[config.mk]
export PLATFORM = sky130hd
export DESIGN_NAME = score_display_scheduler_flat
export DESIGN_NICKNAME = d
export VERILOG_FILES = /design/src/rtl/score_display_scheduler_pkg.sv /design/src/rtl/score_display_scheduler_if.sv /design/src/rtl/score_display_scheduler_bin2bcd_seq.sv /design/src/rtl/score_display_scheduler.sv /design/src/flat_wrapper.sv
export SDC_FILE = /design/constraint.sdc
export NUM_CORES = 1
export LEC_CHECK = 0
export CAP_MARGIN = 10
export CORE_UTILIZATION = 37
export DETAILED_ROUTE_END_ITERATION = 12
export GPL_TIMING_DRIVEN = 0
export SLEW_MARGIN = 5
export SYNTH_ARGS = -nofsm -noshare
export SYNTH_HDL_FRONTEND = slang
export SYNTH_SLANG_ARGS = --single-unit
export TNS_END_PERCENT = 20
[constraint.sdc]
create_clock -name CLOCK -period 1.5 [get_ports CLOCK]
set_clock_uncertainty 0.1 [all_clocks]
set_input_delay 0.225 -clock CLOCK [delete_from_list [all_inputs] [get_ports CLOCK]]
set_output_delay 0.225 -clock CLOCK [all_outputs]
set_load 0.03 [all_outputs]
[src/rtl/score_display_scheduler_pkg.sv]
// Shared Snake definitions: master-state encodings, display digit count,
// conversion FSM state enum and the double-dabble nibble adjust helper.
// No ports; imported by the scheduler and its BCD converter.
package snake_pkg;

  localparam logic [1:0] MS_IDLE = 2'b00;
  localparam logic [1:0] MS_PLAY = 2'b01;
  localparam logic [1:0] MS_WIN  = 2'b10;

  localparam int NUM_DIGITS = 4;

  typedef enum logic [1:0] {
    CS_IDLE  = 2'd0,
    CS_SHIFT = 2'd1,
    CS_DONE  = 2'd2
  } conv_state_t;

  // Add 3 to every BCD nibble that is >= 5 so the following left shift
  // carries correctly into the next decimal digit.
  function automatic logic [15:0] dd_adjust(input logic [15:0] b);
    logic [15:0] r;
    r = b;
    for (int n = 0; n < NUM_DIGITS; n++) begin
      if (r[n*4 +: 4] >= 4'd5) r[n*4 +: 4] = r[n*4 +: 4] + 4'd3;
    end
    return r;
  endfunction

endpackage

[src/rtl/score_display_scheduler_if.sv]
// Bundle between the score/state sources and the display scheduler.
// Ports: SCORE_IN, MASTER_STATE into the scheduler; SEG_SELECT_OUT, BIN_OUT,
// BLANK_OUT, DOT_OUT, BUSY, BCD_OUT out of it. master = environment side.
interface score_display_scheduler_if #(
  parameter int SCORE_WIDTH = 8
);
  logic [SCORE_WIDTH-1:0] SCORE_IN;
  logic [1:0]             MASTER_STATE;
  logic [1:0]             SEG_SELECT_OUT;
  logic [3:0]             BIN_OUT;
  logic                   BLANK_OUT;
  logic                   DOT_OUT;
  logic                   BUSY;
  logic [15:0]            BCD_OUT;

  modport master (
    output SCORE_IN, MASTER_STATE,
    input  SEG_SELECT_OUT, BIN_OUT, BLANK_OUT, DOT_OUT, BUSY, BCD_OUT
  );

  modport slave (
    input  SCORE_IN, MASTER_STATE,
    output SEG_SELECT_OUT, BIN_OUT, BLANK_OUT, DOT_OUT, BUSY, BCD_OUT
  );
endinterface

[src/rtl/score_display_scheduler_bin2bcd_seq.sv]
// Sequential double-dabble binary-to-BCD converter, one iteration per cycle.
// Ports: CLOCK, RESET, score_in (binary), busy (SHIFT/DONE), bcd (4 digits).
// bcd only changes in DONE, so consumers never see a partial result.
module bin2bcd_seq
  import snake_pkg::*;
#(
  parameter int SCORE_WIDTH = 8
) (
  input  logic                   CLOCK,
  input  logic                   RESET,
  input  logic [SCORE_WIDTH-1:0] score_in,
  output logic                   busy,
  output logic [15:0]            bcd
);

  localparam logic [3:0] LAST_ITER = 4'(SCORE_WIDTH - 1);

  conv_state_t            state_q, state_d;
  logic [SCORE_WIDTH-1:0] last_q, shift_q;
  logic [15:0]            scratch_q, bcd_q;
  logic [3:0]             iter_q;
  logic [15+SCORE_WIDTH:0] shifted;

  assign shifted = {dd_adjust(scratch_q), shift_q} << 1;

  // State register
  always_ff @(posedge CLOCK) begin
    if (RESET) state_q <= CS_IDLE;
    else       state_q <= state_d;
  end

  // Next-state logic; a score that moved during SHIFT is caught back in IDLE.
  always_comb begin
    state_d = state_q;
    case (state_q)
      CS_IDLE:  if (score_in != last_q) state_d = CS_SHIFT;
      CS_SHIFT: if (iter_q == LAST_ITER) state_d = CS_DONE;
      CS_DONE:  state_d = CS_IDLE;
      default:  state_d = CS_IDLE;
    endcase
  end

  // Output logic
  always_comb begin
    busy = (state_q != CS_IDLE);
  end

  // Datapath
  always_ff @(posedge CLOCK) begin
    if (RESET) begin
      last_q    <= '0;
      shift_q   <= '0;
      scratch_q <= '0;
      bcd_q     <= '0;
      iter_q    <= '0;
    end else begin
      case (state_q)
        CS_IDLE: if (score_in != last_q) begin
          last_q    <= score_in;
          shift_q   <= score_in;
          scratch_q <= '0;
          iter_q    <= '0;
        end
        CS_SHIFT: begin
          scratch_q <= shifted[15+SCORE_WIDTH:SCORE_WIDTH];
          shift_q   <= shifted[SCORE_WIDTH-1:0];
          iter_q    <= iter_q + 4'd1;
        end
        CS_DONE: bcd_q <= scratch_q;
        default: ;
      endcase
    end
  end

  assign bcd = bcd_q;

endmodule

[src/rtl/score_display_scheduler.sv]
// Multiplexes the 4-digit seven-segment display and feeds the shared decoder.
// Ports: CLOCK, RESET, bus (slave: score/state in; select, value, blank, dot,
// busy, bcd out). Display outputs are registered, one cycle behind the index.
module score_display_scheduler
  import snake_pkg::*;
#(
  parameter int SCORE_WIDTH   = 8,
  parameter int STROBE_DIV    = 50000,
  parameter int BLINK_SLOTS   = 512,
  parameter int BLANK_LEADING = 1
) (
  input  logic CLOCK,
  input  logic RESET,
  score_display_scheduler_if.slave bus
);

  localparam int PRESC_W = $clog2(STROBE_DIV);
  localparam int BLINK_W = $clog2(2 * BLINK_SLOTS);
  localparam int IDX_W   = $clog2(NUM_DIGITS);

  logic [PRESC_W-1:0] presc_q;
  logic [IDX_W-1:0]   idx_q;
  logic [BLINK_W-1:0] blink_q;
  logic               strobe;
  logic               blink_off;
  logic               busy;
  logic [15:0]        bcd;
  logic [15:0]        upper;
  logic               lz_blank;

  logic [1:0] seg_q;
  logic [3:0] bin_q;
  logic       blank_q;
  logic       dot_q;

  bin2bcd_seq #(.SCORE_WIDTH(SCORE_WIDTH)) u_bcd (
    .CLOCK    (CLOCK),
    .RESET    (RESET),
    .score_in (bus.SCORE_IN),
    .busy     (busy),
    .bcd      (bcd)
  );

  assign strobe    = (presc_q == PRESC_W'(STROBE_DIV - 1));
  assign blink_off = (blink_q >= BLINK_W'(BLINK_SLOTS));

  // Digit i is a leading zero when it and every digit above it are zero.
  assign upper    = bcd >> {idx_q, 2'b00};
  assign lz_blank = (BLANK_LEADING != 0) && (idx_q != '0) && (upper == 16'd0);

  always_ff @(posedge CLOCK) begin
    if (RESET) begin
      presc_q <= '0;
      idx_q   <= '0;
      blink_q <= '0;
    end else if (strobe) begin
      presc_q <= '0;
      idx_q   <= idx_q + 1'b1;
      blink_q <= (blink_q == BLINK_W'(2 * BLINK_SLOTS - 1)) ? '0 : blink_q + 1'b1;
    end else begin
      presc_q <= presc_q + 1'b1;
    end
  end

  // Select, value and blank are all derived from the same idx_q sample so they
  // move together. Reserved state 2'b11 falls through as PLAY.
  always_ff @(posedge CLOCK) begin
    if (RESET) begin
      seg_q   <= '0;
      bin_q   <= '0;
      blank_q <= 1'b1;
      dot_q   <= 1'b0;
    end else begin
      seg_q   <= 2'(idx_q);
      bin_q   <= bcd[{idx_q, 2'b00} +: 4];
      blank_q <= lz_blank || (bus.MASTER_STATE == MS_IDLE) ||
                 ((bus.MASTER_STATE == MS_WIN) && blink_off);
      dot_q   <= (idx_q == '0) && (bus.MASTER_STATE == MS_WIN);
    end
  end

  assign bus.SEG_SELECT_OUT = seg_q;
  assign bus.BIN_OUT        = bin_q;
  assign bus.BLANK_OUT      = blank_q;
  assign bus.DOT_OUT        = dot_q;
  assign bus.BUSY           = busy;
  assign bus.BCD_OUT        = bcd;

endmodule

[src/flat_wrapper.sv]
// flat-port wrapper written by rule: the top's interface ports become plain ports
module score_display_scheduler_flat import snake_pkg::*;
#(
  parameter int SCORE_WIDTH   = 8,
  parameter int STROBE_DIV    = 50000,
  parameter int BLINK_SLOTS   = 512,
  parameter int BLANK_LEADING = 1
)
  (CLOCK, RESET, bus_SCORE_IN, bus_MASTER_STATE, bus_SEG_SELECT_OUT, bus_BIN_OUT, bus_BLANK_OUT, bus_DOT_OUT, bus_BUSY, bus_BCD_OUT);
  score_display_scheduler_if #(.SCORE_WIDTH(SCORE_WIDTH)) bus_i ();
  input  logic CLOCK;
  input  logic RESET;
  input wire logic [$bits(bus_i.SCORE_IN)-1:0] bus_SCORE_IN;
  input wire logic [$bits(bus_i.MASTER_STATE)-1:0] bus_MASTER_STATE;
  output wire logic [$bits(bus_i.SEG_SELECT_OUT)-1:0] bus_SEG_SELECT_OUT;
  output wire logic [$bits(bus_i.BIN_OUT)-1:0] bus_BIN_OUT;
  output wire logic [$bits(bus_i.BLANK_OUT)-1:0] bus_BLANK_OUT;
  output wire logic [$bits(bus_i.DOT_OUT)-1:0] bus_DOT_OUT;
  output wire logic [$bits(bus_i.BUSY)-1:0] bus_BUSY;
  output wire logic [$bits(bus_i.BCD_OUT)-1:0] bus_BCD_OUT;
  assign bus_i.SCORE_IN = bus_SCORE_IN;
  assign bus_i.MASTER_STATE = bus_MASTER_STATE;
  assign bus_SEG_SELECT_OUT = bus_i.SEG_SELECT_OUT;
  assign bus_BIN_OUT = bus_i.BIN_OUT;
  assign bus_BLANK_OUT = bus_i.BLANK_OUT;
  assign bus_DOT_OUT = bus_i.DOT_OUT;
  assign bus_BUSY = bus_i.BUSY;
  assign bus_BCD_OUT = bus_i.BCD_OUT;
  score_display_scheduler #(.SCORE_WIDTH(SCORE_WIDTH), .STROBE_DIV(STROBE_DIV), .BLINK_SLOTS(BLINK_SLOTS), .BLANK_LEADING(BLANK_LEADING)) u_core (.CLOCK(CLOCK), .RESET(RESET), .bus(bus_i));
endmodule
==> summary.md <==
| Metric | Value |
|---|---|
| Largest net degree at the start of global routing | `19` |
| GPL Wtd Cong | `0.782` |
| Synthesized area per cell | `8.59 um2` |
| YS warnings | `0` |
| Crit-path cells | `nor4b_4 -> nand4_4 -> buf_8 -> nor2_4 -> nor2_2 -> a311oi_1` |
| Top Layer Used | `met4` |
| Pwr Total | `5.17 mW` |
| Crit end category | `register` |
| Final worst-path cycle share | `107%` |
| CP max stage cell | `dfxtp_4` |
| Combinational power share | `8.8%` |
| Most used flip-flop cell after synthesis | `dfxtp_1` |
| Worst-case hold slack | `184 ps` |
| Final non-filler cell area | `0.00551 mm2` |
| Failing checks | `negative setup slack` |
| FP Rows | `38` |
| Peak supply drop | `0.663 mV` |
| Psw | `1.37 mW` |
| Ranking of synthesized cells by area | `dfxtp_1 (43%), nand2_1 (6.2%), a21oi_1 (5.2%)` |
| Worst Path Required | `1650 ps` |
| Cells after Synth | `490` |
| Share of cells above drive strength 1 | `28.7%` |
| Number of synthesized flops with an enable pin | `0` |
| Async S/R FF share, synth | `0%` |
| Post-route ant nets | `0` |
| Vias in the first global route | `3368` |
| DR WL met3 | `410 um` |
| Post-synth top area share | `42.8%` |
| Crit path arrival time | `1750 ps` |
| DR pass1 iterations | `5` |
| Pint | `3.80 mW` |
| Critical Path Sink | `u_core.blink_q[7]` |
| Crit path max fanout | `8` |
| Drt wl/cell | `15.3 um` |
| First-pass GRT wire length | `17.2 mm` |
| Mapped Nets | `515` |
| Setup-failing EPs final | `36` |
| Maximum clock rate | `623 MHz` |
| CP startpoint | `u_core.presc_q[5]` |
| Final Max Tran Viols | `0` |
| Input/output buffers | `36` |
| Netlist Area Pre-Place | `0.00421 mm2` |
| Sequential fraction of the synthesis area | `42.8%` |
| Clock buffer count from CTS | `9` |
| FF+latch count, synth | `90` |
| Vias/cell | `5.36` |
| Worst slew margin | `56.5%` |
| Core area | `0.0110 mm2` |
| Unrepaired setup endpoints after global routing | `true` |
| Startpoint types | `register` |
| Clk Latency, worst-skew pair | `350 ps` |
| Setup TNS | `-1490 ps` |
| Met2 wire len | `5.07 mm` |
| Area grow syn2layout | `30.9%` |
| Commonest non-fill, non-tap cells in the layout | `nand2_1 (65), dfxtp_1 (63), nor2_1 (37)` |
| Clock sink count | `90` |
| Kind of critical path | `register to register` |
| Area of placed instances | `0.00479 mm2` |
| Post-synth cell types | `46` |
| DRC Markers | `0` |
| Initial DRC count | `161` |
| Die area | `0.0118 mm2` |
| Commonest non-fill, non-tap cell in the layout | `nand2_1` |
| Final WS setup | `-105 ps` |
| Outcome | `finished with violations` |
| Global route overflow | `0` |
| Nets | `571` |
| Worst-path clk slew | `70 ps` |
| Max stage delay on crit path | `370 ps` |
| H-tree lvl count | `3` |
| Least-Margin Pin Slew | `652 ps` |
| Leak | `2.04 nW` |
| TritonCTS clock tree | `built` |
| Reg2reg setup slack | `-110 ps` |
| Dpl cells | `666` |
| Clock buffer depth | `2` |
| Initial Utilization | `38.3%` |
| Met1 Routed Length | `4.96 mm` |
| Fin. Hold Viols | `0` |
| Sw Share | `26.4%` |
| Detailed Place HPWL | `7.01 mm` |
| Root buf cell | `clkbuf_16` |
| Die Y | `109 um` |
| # Max-Cap Violations | `0` |
| FF-to-FF Start | `u_core.presc_q[5]` |
| Final wirelength | `10.5 mm` |
| Critical hold path startpoint | `bus_SCORE_IN[4]` |
| Pwr Density | `939 mW/mm2` |
| Reg-to-reg endpoint | `u_core.blink_q[7]` |
| FF-to-FF path depth | `6` |
| # diodes | `0` |
| Clock share of power | `43.2%` |
| Sequential power share | `48.1%` |
| Fillcell total | `1018` |
| Post-synth top area cell | `dfxtp_1` |
| Initial antenna violation count | `0` |
| Die Wd | `109 um` |
| Final core occ | `50.1%` |
| IO Pins | `37` |
| Finished Layout Cells | `691` |
| Min cycle time layout | `1610 ps` |
| Min-Delay Path Class | `input port to register` |
| Post-place setup slack | `-722 ps` |
| Vias | `3703` |
| Gr usage total | `18.8%` |
worst max-delay path: cells and delay by family (launching register included):
kind | cells | cell delay [ps]
and+or+nand+nor | 4 | 670
DFF | 1 | 370
buffers and inverters | 1 | 200
AOI/OAI and AO/OA | 1 | 170
flip-flops by register name (all words and copies together) (netlist names):
| name | cells |
|---|---|
| u_core.presc_q | 16 |
| u_core.u_bcd.bcd | 16 |
| u_core.u_bcd.scratch_q | 16 |
| u_core.blink_q | 10 |
| u_core.u_bcd.last_q | 8 |
| u_core.u_bcd.shift_q | 8 |
| u_core.bus.BIN_OUT | 4 |
| u_core.u_bcd.iter_q | 4 |
| u_core.bus.SEG_SELECT_OUT | 2 |
| u_core.idx_q | 2 |
| u_core.u_bcd.state_q | 2 |
| u_core.bus.BLANK_OUT | 1 |
| u_core.bus.DOT_OUT | 1 |
how the worst min path moves through the flow:
stage	end	depth (start not counted)	slack, ps
2_1_floorplan	u_core.bus.DOT_OUT	1	200
3_3_place_gp	u_core.presc_q[0]	1	340
3_5_place_dp	u_core.presc_q[0]	1	360
4_1_cts	u_core.u_bcd.last_q[0]	3	290
5_1_grt	u_core.u_bcd.last_q[4]	3	190
6_report	u_core.u_bcd.last_q[4]	3	180
cell type report:
class | instances | area [um2] | area share, %
Inverter | 17 | 63.8 | 1.16
Buffer | 32 | 203 | 3.68
Clock inverter | 7 | 72.6 | 1.32
Tap cell | 140 | 175 | 3.18
Sequential cell | 90 | 1850 | 33.6
Timing Repair Buffer | 47 | 425 | 7.72
Clock buffer | 9 | 225 | 4.09
Multi-Input combinational cell | 349 | 2490 | 45.2
power groups by stage:
stage / logic, mW / registers, mW / clock network [mW]
floorplan: 0.237 / 2.54 / 0
finish: 0.454 / 2.49 / 2.23
global placement: 0.363 / 2.54 / 0
CTS: 0.441 / 2.49 / 2.28
global route: 0.493 / 2.49 / 2.36
detailed placement: 0.365 / 2.54 / 0
cell families after synthesis:
family          Yosys count  share of synthesized area [%]
buf+inv                  51                           5.44
fa+ha+maj                13                           3.86
xor+xnor                 34                           7.61
flops                    90                           42.8
simple gates            203                           24.3
compound gates           95                           13.8
mux                       4                           2.14
cells in the mapped netlist (2+ instances only):
master / count
buf_2: 3
nand4_2: 2
and4_1: 4
dfxtp_1: 90
xnor2_2: 3
nand2b_1: 8
xor2_1: 12
clkbuf_1: 25
o41ai_1: 2
ha_1: 13
xnor2_1: 19
nor2b_1: 7
inv_1: 17
nand2_1: 69
or3_1: 3
o211ai_1: 8
a21o_1: 4
a31oi_1: 21
nand4_1: 4
and4bb_2: 2
nor2_1: 39
nor4_1: 3
mux4_2: 4
o21ai_0: 4
nor3_1: 7
a211oi_1: 8
a21oi_1: 44
and3_1: 3
buf_6: 4
nand3_1: 42
timing repair:
item,4_1_cts,5_1_grt
cloned,3,0
pin swaps,26,22
endpoints found under the hold margin,0,0
resized for setup,106,80
hold buffers,0,0
buffers inserted,6,2
setup endpoints to repair,110,87
layer usage:
| layer | up-vias | global-route usage, % |
|---|---|---|
| met1 | 1792 | 25.1 |
| met5 | - | 0 |
| li1 | 1822 | - |
| met2 | 78 | 30.7 |
| met4 | 0 | 4.73 |
| met3 | 11 | 3.95 |
(Power assumes the default switching activity.)
